**config.mk**
```make
export PLATFORM = sky130hd
export DESIGN_NAME = divider_ctrl_fsm_flat
export DESIGN_NICKNAME = d
export VERILOG_FILES = /design/src/rtl/divider_ctrl_fsm_if.sv /design/src/rtl/divider_ctrl_fsm.sv /design/src/flat_wrapper.sv
export SDC_FILE = /design/constraint.sdc
export NUM_CORES = 1
export LEC_CHECK = 0
export CORE_MARGIN = 4
export CORE_UTILIZATION = 45
export CTS_BUF_LIST = sky130_fd_sc_hd__clkbuf_4
export DETAILED_ROUTE_END_ITERATION = 10
export MAX_ROUTING_LAYER = met4
export PLACE_DENSITY = 0.76
export SYNTH_ARGS = -nofsm -noshare
export SYNTH_HDL_FRONTEND = slang
export SYNTH_SLANG_ARGS = --single-unit
```
**constraint.sdc**
```tcl
create_clock -name clk -period 2.2 [get_ports clk]
set_input_delay 0.44 -clock clk [delete_from_list [all_inputs] [get_ports clk]]
set_output_delay 0.44 -clock clk [all_outputs]
set_load 0.02 [all_outputs]
```
**src/rtl/divider_ctrl_fsm_if.sv**
```systemverilog
// Command handshake between the MDU command decoder (master) and the divider controller (slave).
interface divider_ctrl_fsm_if;
   logic start;
   logic usigned_n;
   logic dividend_sign;
   logic busy;
   logic done;
   logic div_by_zero;

   modport master (
      output start,
      output usigned_n,
      output dividend_sign,
      input  busy,
      input  done,
      input  div_by_zero
   );

   modport slave (
      input  start,
      input  usigned_n,
      input  dividend_sign,
      output busy,
      output done,
      output div_by_zero
   );
endinterface

```
**src/rtl/divider_ctrl_fsm.sv**
```systemverilog
// Sequencing controller for the carry-save SRT divider datapath: load, normalise,
// SRT iterations, conversion, sign correction and remainder de-normalisation.
module divider_ctrl_fsm #(
   parameter int PARALLELISM = 32,
   parameter int CW          = 6
) (
   input  logic              clk,
   input  logic              rst,
   divider_ctrl_fsm_if.slave cmd,
   input  logic              tc,
   input  logic              signS,
   input  logic [1:0]        magnitudeD,
   output logic              divisor_en,
   output logic              divisor_lShift,
   output logic              notDivisor_en,
   output logic              saveReminder,
   output logic              sumHMux_sel,
   output logic              sum_en,
   output logic              carry_en,
   output logic              csa_clear,
   output logic [1:0]        leftAddMux_sel,
   output logic [1:0]        rightAddMux_sel,
   output logic              QCorrectBitMux_sel,
   output logic              leftAddMode,
   output logic              rightAddMode,
   output logic              reminder_en,
   output logic              reminder_rShift,
   output logic              quotient_en,
   output logic              counterMux_sel,
   output logic              count_upDown,
   output logic              count_load,
   output logic              count_en,
   output logic              counterReg_en
);

   localparam logic [CW-1:0] NORM_MAX  = CW'(PARALLELISM);
   localparam logic [CW-1:0] ITER_LAST = CW'(PARALLELISM - 1);

   typedef enum logic [3:0] {
      IDLE,
      LOAD,
      NORM,
      ITER,
      CONV,
      CORR,
      DADJ,
      DENORM,
      DONE
   } state_t;

   state_t        state;
   logic [CW-1:0] iter;
   logic          busy_q;
   logic          done_q;
   logic          dbz_q;
   logic          usigned_q;
   logic          dsign_q;

   logic          unnormalised;
   logic          norm_shift;
   logic          corr_needed;

   // Divisor is normalised once its two top bits differ (01 or 10).
   assign unnormalised = (magnitudeD == 2'b00) || (magnitudeD == 2'b11);
   assign norm_shift   = unnormalised && (iter != NORM_MAX);
   // Unsigned: a negative partial remainder needs fixing; signed: it must follow the dividend sign.
   assign corr_needed  = usigned_q ? signS : (signS != dsign_q);

   assign cmd.busy        = busy_q;
   assign cmd.done        = done_q;
   assign cmd.div_by_zero = dbz_q;

   always_ff @(posedge clk) begin
      if (rst) begin
         state     <= IDLE;
         iter      <= '0;
         busy_q    <= 1'b0;
         done_q    <= 1'b0;
         dbz_q     <= 1'b0;
         usigned_q <= 1'b0;
         dsign_q   <= 1'b0;
      end else begin
         done_q <= 1'b0;
         unique case (state)
            IDLE: begin
               if (cmd.start) begin
                  state     <= LOAD;
                  busy_q    <= 1'b1;
                  dbz_q     <= 1'b0;
                  usigned_q <= cmd.usigned_n;
                  dsign_q   <= cmd.dividend_sign;
               end
            end
            LOAD: begin
               iter  <= '0;
               state <= NORM;
            end
            NORM: begin
               if (unnormalised) begin
                  if (iter == NORM_MAX) begin
                     // Still unnormalised after a full-width scan: divisor is zero.
                     dbz_q  <= 1'b1;
                     busy_q <= 1'b0;
                     done_q <= 1'b1;
                     state  <= DONE;
                  end else begin
                     iter <= iter + 1'b1;
                  end
               end else begin
                  iter  <= '0;
                  state <= ITER;
               end
            end
            ITER: begin
               iter <= iter + 1'b1;
               if (iter == ITER_LAST) begin
                  state <= CONV;
               end
            end
            CONV: begin
               state <= CORR;
            end
            CORR: begin
               state <= usigned_q ? DENORM : DADJ;
            end
            DADJ: begin
               state <= DENORM;
            end
            DENORM: begin
               if (tc) begin
                  busy_q <= 1'b0;
                  done_q <= 1'b1;
                  state  <= DONE;
               end
            end
            DONE: begin
               iter  <= '0;
               state <= IDLE;
            end
            default: begin
               state <= IDLE;
            end
         endcase
      end
   end

   always_comb begin
      divisor_en         = 1'b0;
      divisor_lShift     = 1'b0;
      notDivisor_en      = 1'b0;
      saveReminder       = 1'b0;
      sumHMux_sel        = 1'b0;
      sum_en             = 1'b0;
      carry_en           = 1'b0;
      csa_clear          = 1'b0;
      leftAddMux_sel     = 2'b00;
      rightAddMux_sel    = 2'b00;
      QCorrectBitMux_sel = 1'b0;
      leftAddMode        = 1'b0;
      rightAddMode       = 1'b0;
      reminder_en        = 1'b0;
      reminder_rShift    = 1'b0;
      quotient_en        = 1'b0;
      counterMux_sel     = 1'b0;
      count_upDown       = 1'b0;
      count_load         = 1'b0;
      count_en           = 1'b0;
      counterReg_en      = 1'b0;
      unique case (state)
         LOAD: begin
            divisor_en   = 1'b1;
            sumHMux_sel  = 1'b1;
            sum_en       = 1'b1;
            csa_clear    = 1'b1;
            count_load   = 1'b1;
            count_upDown = 1'b1;
         end
         NORM: begin
            count_upDown = 1'b1;
            if (norm_shift) begin
               divisor_lShift = 1'b1;
               count_en       = 1'b1;
            end else if (!unnormalised) begin
               // Counter holds s+1 here; keep it for the de-normalisation reload.
               counterReg_en = 1'b1;
               notDivisor_en = 1'b1;
            end
         end
         ITER: begin
            sum_en   = 1'b1;
            carry_en = 1'b1;
         end
         CONV: begin
            saveReminder = 1'b1;
            reminder_en  = 1'b1;
            rightAddMode = 1'b1;
            quotient_en  = 1'b1;
         end
         CORR: begin
            count_load     = 1'b1;
            counterMux_sel = 1'b1;
            if (corr_needed) begin
               // Remainder + divisor, quotient - 1.
               leftAddMux_sel  = 2'b10;
               reminder_en     = 1'b1;
               rightAddMux_sel = 2'b01;
               quotient_en     = 1'b1;
            end
         end
         DADJ: begin
            count_en = 1'b1;
         end
         DENORM: begin
            if (!tc) begin
               reminder_rShift = 1'b1;
               reminder_en     = 1'b1;
               count_en        = 1'b1;
            end
         end
         default: begin
         end
      endcase
   end

endmodule

```
**src/flat_wrapper.sv**
```systemverilog
// flat-port wrapper written by rule: the top's interface ports become plain ports
module divider_ctrl_fsm_flat 
#(
   parameter int PARALLELISM = 32,
   parameter int CW          = 6
)
  (clk, rst, tc, signS, magnitudeD, divisor_en, divisor_lShift, notDivisor_en, saveReminder, sumHMux_sel, sum_en, carry_en, csa_clear, leftAddMux_sel, rightAddMux_sel, QCorrectBitMux_sel, leftAddMode, rightAddMode, reminder_en, reminder_rShift, quotient_en, counterMux_sel, count_upDown, count_load, count_en, counterReg_en, cmd_start, cmd_usigned_n, cmd_dividend_sign, cmd_busy, cmd_done, cmd_div_by_zero);
  divider_ctrl_fsm_if cmd_i ();
  input  logic clk;
  input  logic rst;
  input  logic tc;
  input  logic signS;
  input  logic [1:0] magnitudeD;
  output logic divisor_en;
  output logic divisor_lShift;
  output logic notDivisor_en;
  output logic saveReminder;
  output logic sumHMux_sel;
  output logic sum_en;
  output logic carry_en;
  output logic csa_clear;
  output logic [1:0] leftAddMux_sel;
  output logic [1:0] rightAddMux_sel;
  output logic QCorrectBitMux_sel;
  output logic leftAddMode;
  output logic rightAddMode;
  output logic reminder_en;
  output logic reminder_rShift;
  output logic quotient_en;
  output logic counterMux_sel;
  output logic count_upDown;
  output logic count_load;
  output logic count_en;
  output logic counterReg_en;
  input wire logic [$bits(cmd_i.start)-1:0] cmd_start;
  input wire logic [$bits(cmd_i.usigned_n)-1:0] cmd_usigned_n;
  input wire logic [$bits(cmd_i.dividend_sign)-1:0] cmd_dividend_sign;
  output wire logic [$bits(cmd_i.busy)-1:0] cmd_busy;
  output wire logic [$bits(cmd_i.done)-1:0] cmd_done;
  output wire logic [$bits(cmd_i.div_by_zero)-1:0] cmd_div_by_zero;
  assign cmd_i.start = cmd_start;
  assign cmd_i.usigned_n = cmd_usigned_n;
  assign cmd_i.dividend_sign = cmd_dividend_sign;
  assign cmd_busy = cmd_i.busy;
  assign cmd_done = cmd_i.done;
  assign cmd_div_by_zero = cmd_i.div_by_zero;
  divider_ctrl_fsm #(.PARALLELISM(PARALLELISM), .CW(CW)) u_core (.clk(clk), .rst(rst), .cmd(cmd_i), .tc(tc), .signS(signS), .magnitudeD(magnitudeD), .divisor_en(divisor_en), .divisor_lShift(divisor_lShift), .notDivisor_en(notDivisor_en), .saveReminder(saveReminder), .sumHMux_sel(sumHMux_sel), .sum_en(sum_en), .carry_en(carry_en), .csa_clear(csa_clear), .leftAddMux_sel(leftAddMux_sel), .rightAddMux_sel(rightAddMux_sel), .QCorrectBitMux_sel(QCorrectBitMux_sel), .leftAddMode(leftAddMode), .rightAddMode(rightAddMode), .reminder_en(reminder_en), .reminder_rShift(reminder_rShift), .quotient_en(quotient_en), .counterMux_sel(counterMux_sel), .count_upDown(count_upDown), .count_load(count_load), .count_en(count_en), .counterReg_en(counterReg_en));
endmodule
```
==> reports/metrics.cfg, run 1 <==
[run_status]
status=finished, final reports clean

[placed_design]
port-buffer-count=30
dp_hpwl_mm=2.20
dpl_worst_slack_ps=-479
placed_cells_incl_taps=196
gpl.final_weighted_congestion=0.877

[route]
post-route-drc-count=0
detail_route.vias_per_cell=5.42
drt_iter0_markers=29
post_route_antenna_net_violation_count=0
finalWirelength_mm=2.88
routed-via-count=1090
wl_per_cell_um=14.3
router_iterations_before_antenna_repair=4

[timing]
hold_viol_final=0
fin_skew_ps=5.51
final_period_minus_worst_setup_slack_ps=2150
finalSetupTns_ps=0
grt_setup_unrepaired=true
max_clock_freq_ghz=0.466
finalMaxSlewViolations=0
min_period_over_period_pct=97.6
final-setup-viol-count=0
timing.final.ws_setup_ps=52.2

[pwr]
p_leak_nw=0.634
power_frac_comb_pct=66.6
max-vdd-ir-drop_v=0.000675
p_sw_share_pct=46.2
internal_power_w=0.000858
power.share.sequential_pct=22.9
clock_power_share_pct=10.5
p_sw_w=0.000736
power_density_mw_per_mm2=1080

[die]
die_height_um=56.3
num_rows=17
number_of_ports_placed_on_the_die_boundary=35
floorplan.die.width_um=56.3
design.core.area_mm2=0.00221
die_area_mm2=0.00317
initial_utilization_pct=47.5

[critical_path]
path_max_fanout=2
cp_class=register to output pin
worst_ep_required_time_ps=1760
critical_path_arrival_ps=1710
critPathTopFamily=simple AND/OR/NAND/NOR gates
cp_slowest_cell=or4b_4
worst_path_largest_cell_delay_ps=540
critical_path_start=u_core.state[2]
type_of_element_capturing_the_critical_path=output pin
timing.critical_path.buf_inv=1
crit_path_cell_trace=or4b_4 > a211oi_2 > nor2_1 > o31ai_1 > buf_2
worstReg2RegStart=u_core.state[2]
start_kind=register

[global_routing]
grt.met1_usage_pct=22.6
grt-busiest-layer=met2
met3_routing_resource_usage_after_global_routing_pct=3.91
grt_antenna_before_repair=0
grt_overflow=0
grtUsageTotal_pct=18.2
global_route.usage.met2_pct=29.2
grt_pass1_vias=1034
grt_first_pass_wirelength_mm=4.57
maximum_number_of_pins_on_one_net_before_global_route_repair=15

[min_path]
worstHoldPathType=register to register
worstHoldStart=u_core.cmd.div_by_zero

[run]
cap_viol_max_count=0

[clocking]
cts.clk_slew.worst_paths_ps=100
tritoncts_clock_tree=done
cts_hold_repair.buffers=0
clkLatencyLatePin_ps=300
clock_tree.root_cell=clkbuf_4
clock_path_buffers=2
cts_inserted_buffers=3
clkSinkCount=15
clock_tree.htree_level_count=1

[logic_synthesis]
post_synth_instance_area_mm2=0.00105
yosys_register_bits=15
yosys_warnings=0
synth_cells=131
synth_cell_type_count=44
synth_top_cell_by_area=dfxtp_1
synthDominantCellAreaShare_pct=28.6
ys.flop_type=dfxtp_1
ys_async_sr_fraction_pct=0
synth_area_leaders=dfxtp_1, buf_4, a21oi_1
seq_area_frac_synth_pct=28.6
post_synth.cell_area_avg_um2=8.02
number_of_enable_type_register_cells_in_the_synthesized_netlist=0

[final_layout]
flow.area_growth_from_synthesis_pct=39.9
nNetsFinal=185
postLayoutCoreUtil_pct=66.5
antenna_cells_inserted=0
layoutNonFillerInstCount=201
drive_above_1_share_pct=28.3

## state kept, by name, indices dropped and copies added (netlist names)
name	count
u_core.cmd.busy	1
u_core.state	4
u_core.cmd.div_by_zero	1
u_core.dsign_q	1
u_core.iter	6
u_core.cmd.done	1
u_core.usigned_q	1
## Yosys cell counts (all sizes together) (5+ instances only)
cell type and number:
nand2 7, inv 8, nand3 6, o31ai 5, nor3 6, a21oi 8
dfxtp 15, o21ai 5, clkbuf 5, nor2 10, or4 5, buf 12
## worst register-to-register path, delay by kind of cell, from the launching register on
kind / cells / cell delay, ps
compound gates: 1 / 150
buf+inv: 3 / 450
simple gates: 2 / 1000
flops: 1 / 340
## final timing paths
path	cells past startpoint	end	slack (ps)
setup / recovery	5	count_en	50
hold / removal	2	u_core.cmd.div_by_zero	500
setup reg to reg	6	u_core.iter[3]	190
hold reg to reg	2	u_core.cmd.div_by_zero	500
## power by group through the flow
| stage | logic [W] | registers [W] | clock network [W] |
|---|---|---|---|
| finish | 0.00106 | 0.000365 | 0.000168 |
| global route | 0.00114 | 0.000371 | 0.000182 |
| CTS | 0.00102 | 0.000361 | 0.000167 |
| detailed placement | 0.00108 | 0.000367 | 0 |
| global placement | 0.00105 | 0.000364 | 0 |
| floorplan | 0.000673 | 0.000387 | 0 |
## layout make-up
type / instances / area, um^2
Fill cell: 204 / 742
Multi-Input combinational cell: 94 / 659
Timing Repair Buffer: 52 / 415
Sequential cell: 15 / 303
Tap cell: 28 / 35.0
Inverter: 8 / 30.0
Clock buffer: 3 / 22.5
Clock inverter: 1 / 5.00
## cells in the final DEF, fill, tap and decap left out, drive strengths merged, types with 4 or more instances in the layout
| master | netlist | final |
|---|---|---|
| conb | 1 | 4 |
| nand2 | 7 | 7 |
| o31ai | 5 | 5 |
| dlygate4sd2 | 0 | 7 |
| nand3 | 6 | 6 |
| o21ai | 5 | 5 |
| dfxtp | 15 | 15 |
| nor3 | 6 | 6 |
| nor2 | 10 | 10 |
| clkdlybuf4s50 | 0 | 10 |
| inv | 8 | 8 |
| clkbuf | 5 | 5 |
| buf | 12 | 30 |
| a21oi | 8 | 8 |
| or4 | 5 | 5 |
## logic make-up after synthesis
logic type | count (synthesis) | synth area share [%]
AO/OA/AOI/OAI | 29 | 18.6
XOR/XNOR | 4 | 3.33
adder cells (fa/ha/maj) | 2 | 2.38
buffers and inverters | 25 | 13.7
flip-flops | 15 | 28.6
multiplexers | 3 | 2.86
other | 1 | 0.357
AND/OR/NAND/NOR | 52 | 30.2
## layer usage
metal	up-vias	part of all wire, %
li1	536	-
met4	0	2.0
met1	505	44
met3	7	7.2
met2	42	46
met5	-	0
## metrics by stage
stage | area [um^2] | hold WS [ps] | power, W
after floorplan | 1070 | 455 | 0.00106
after global placement | 1450 | 475 | 0.00142
after detailed placement | 1450 | 475 | 0.00145
after CTS | 1450 | 508 | 0.00155
after global routing | 1470 | 567 | 0.00169
final | 1470 | 500 | 0.00159
## repair_timing
item | in CTS | in global routing
setup buffers | 0 | 1
resized for setup | 44 | 19
pin swaps | 3 | 5
setup endpoints to repair | 19 | 12
Note: power is estimated with default switching activity, not from simulation.
==> run 2, diff against run 1 <==
Settings changed: GPL_ROUTABILITY_DRIVEN set to 0.
==> results of run 2 <==
Same layout as run 1: the final DEF is identical, and so are final timing and power.
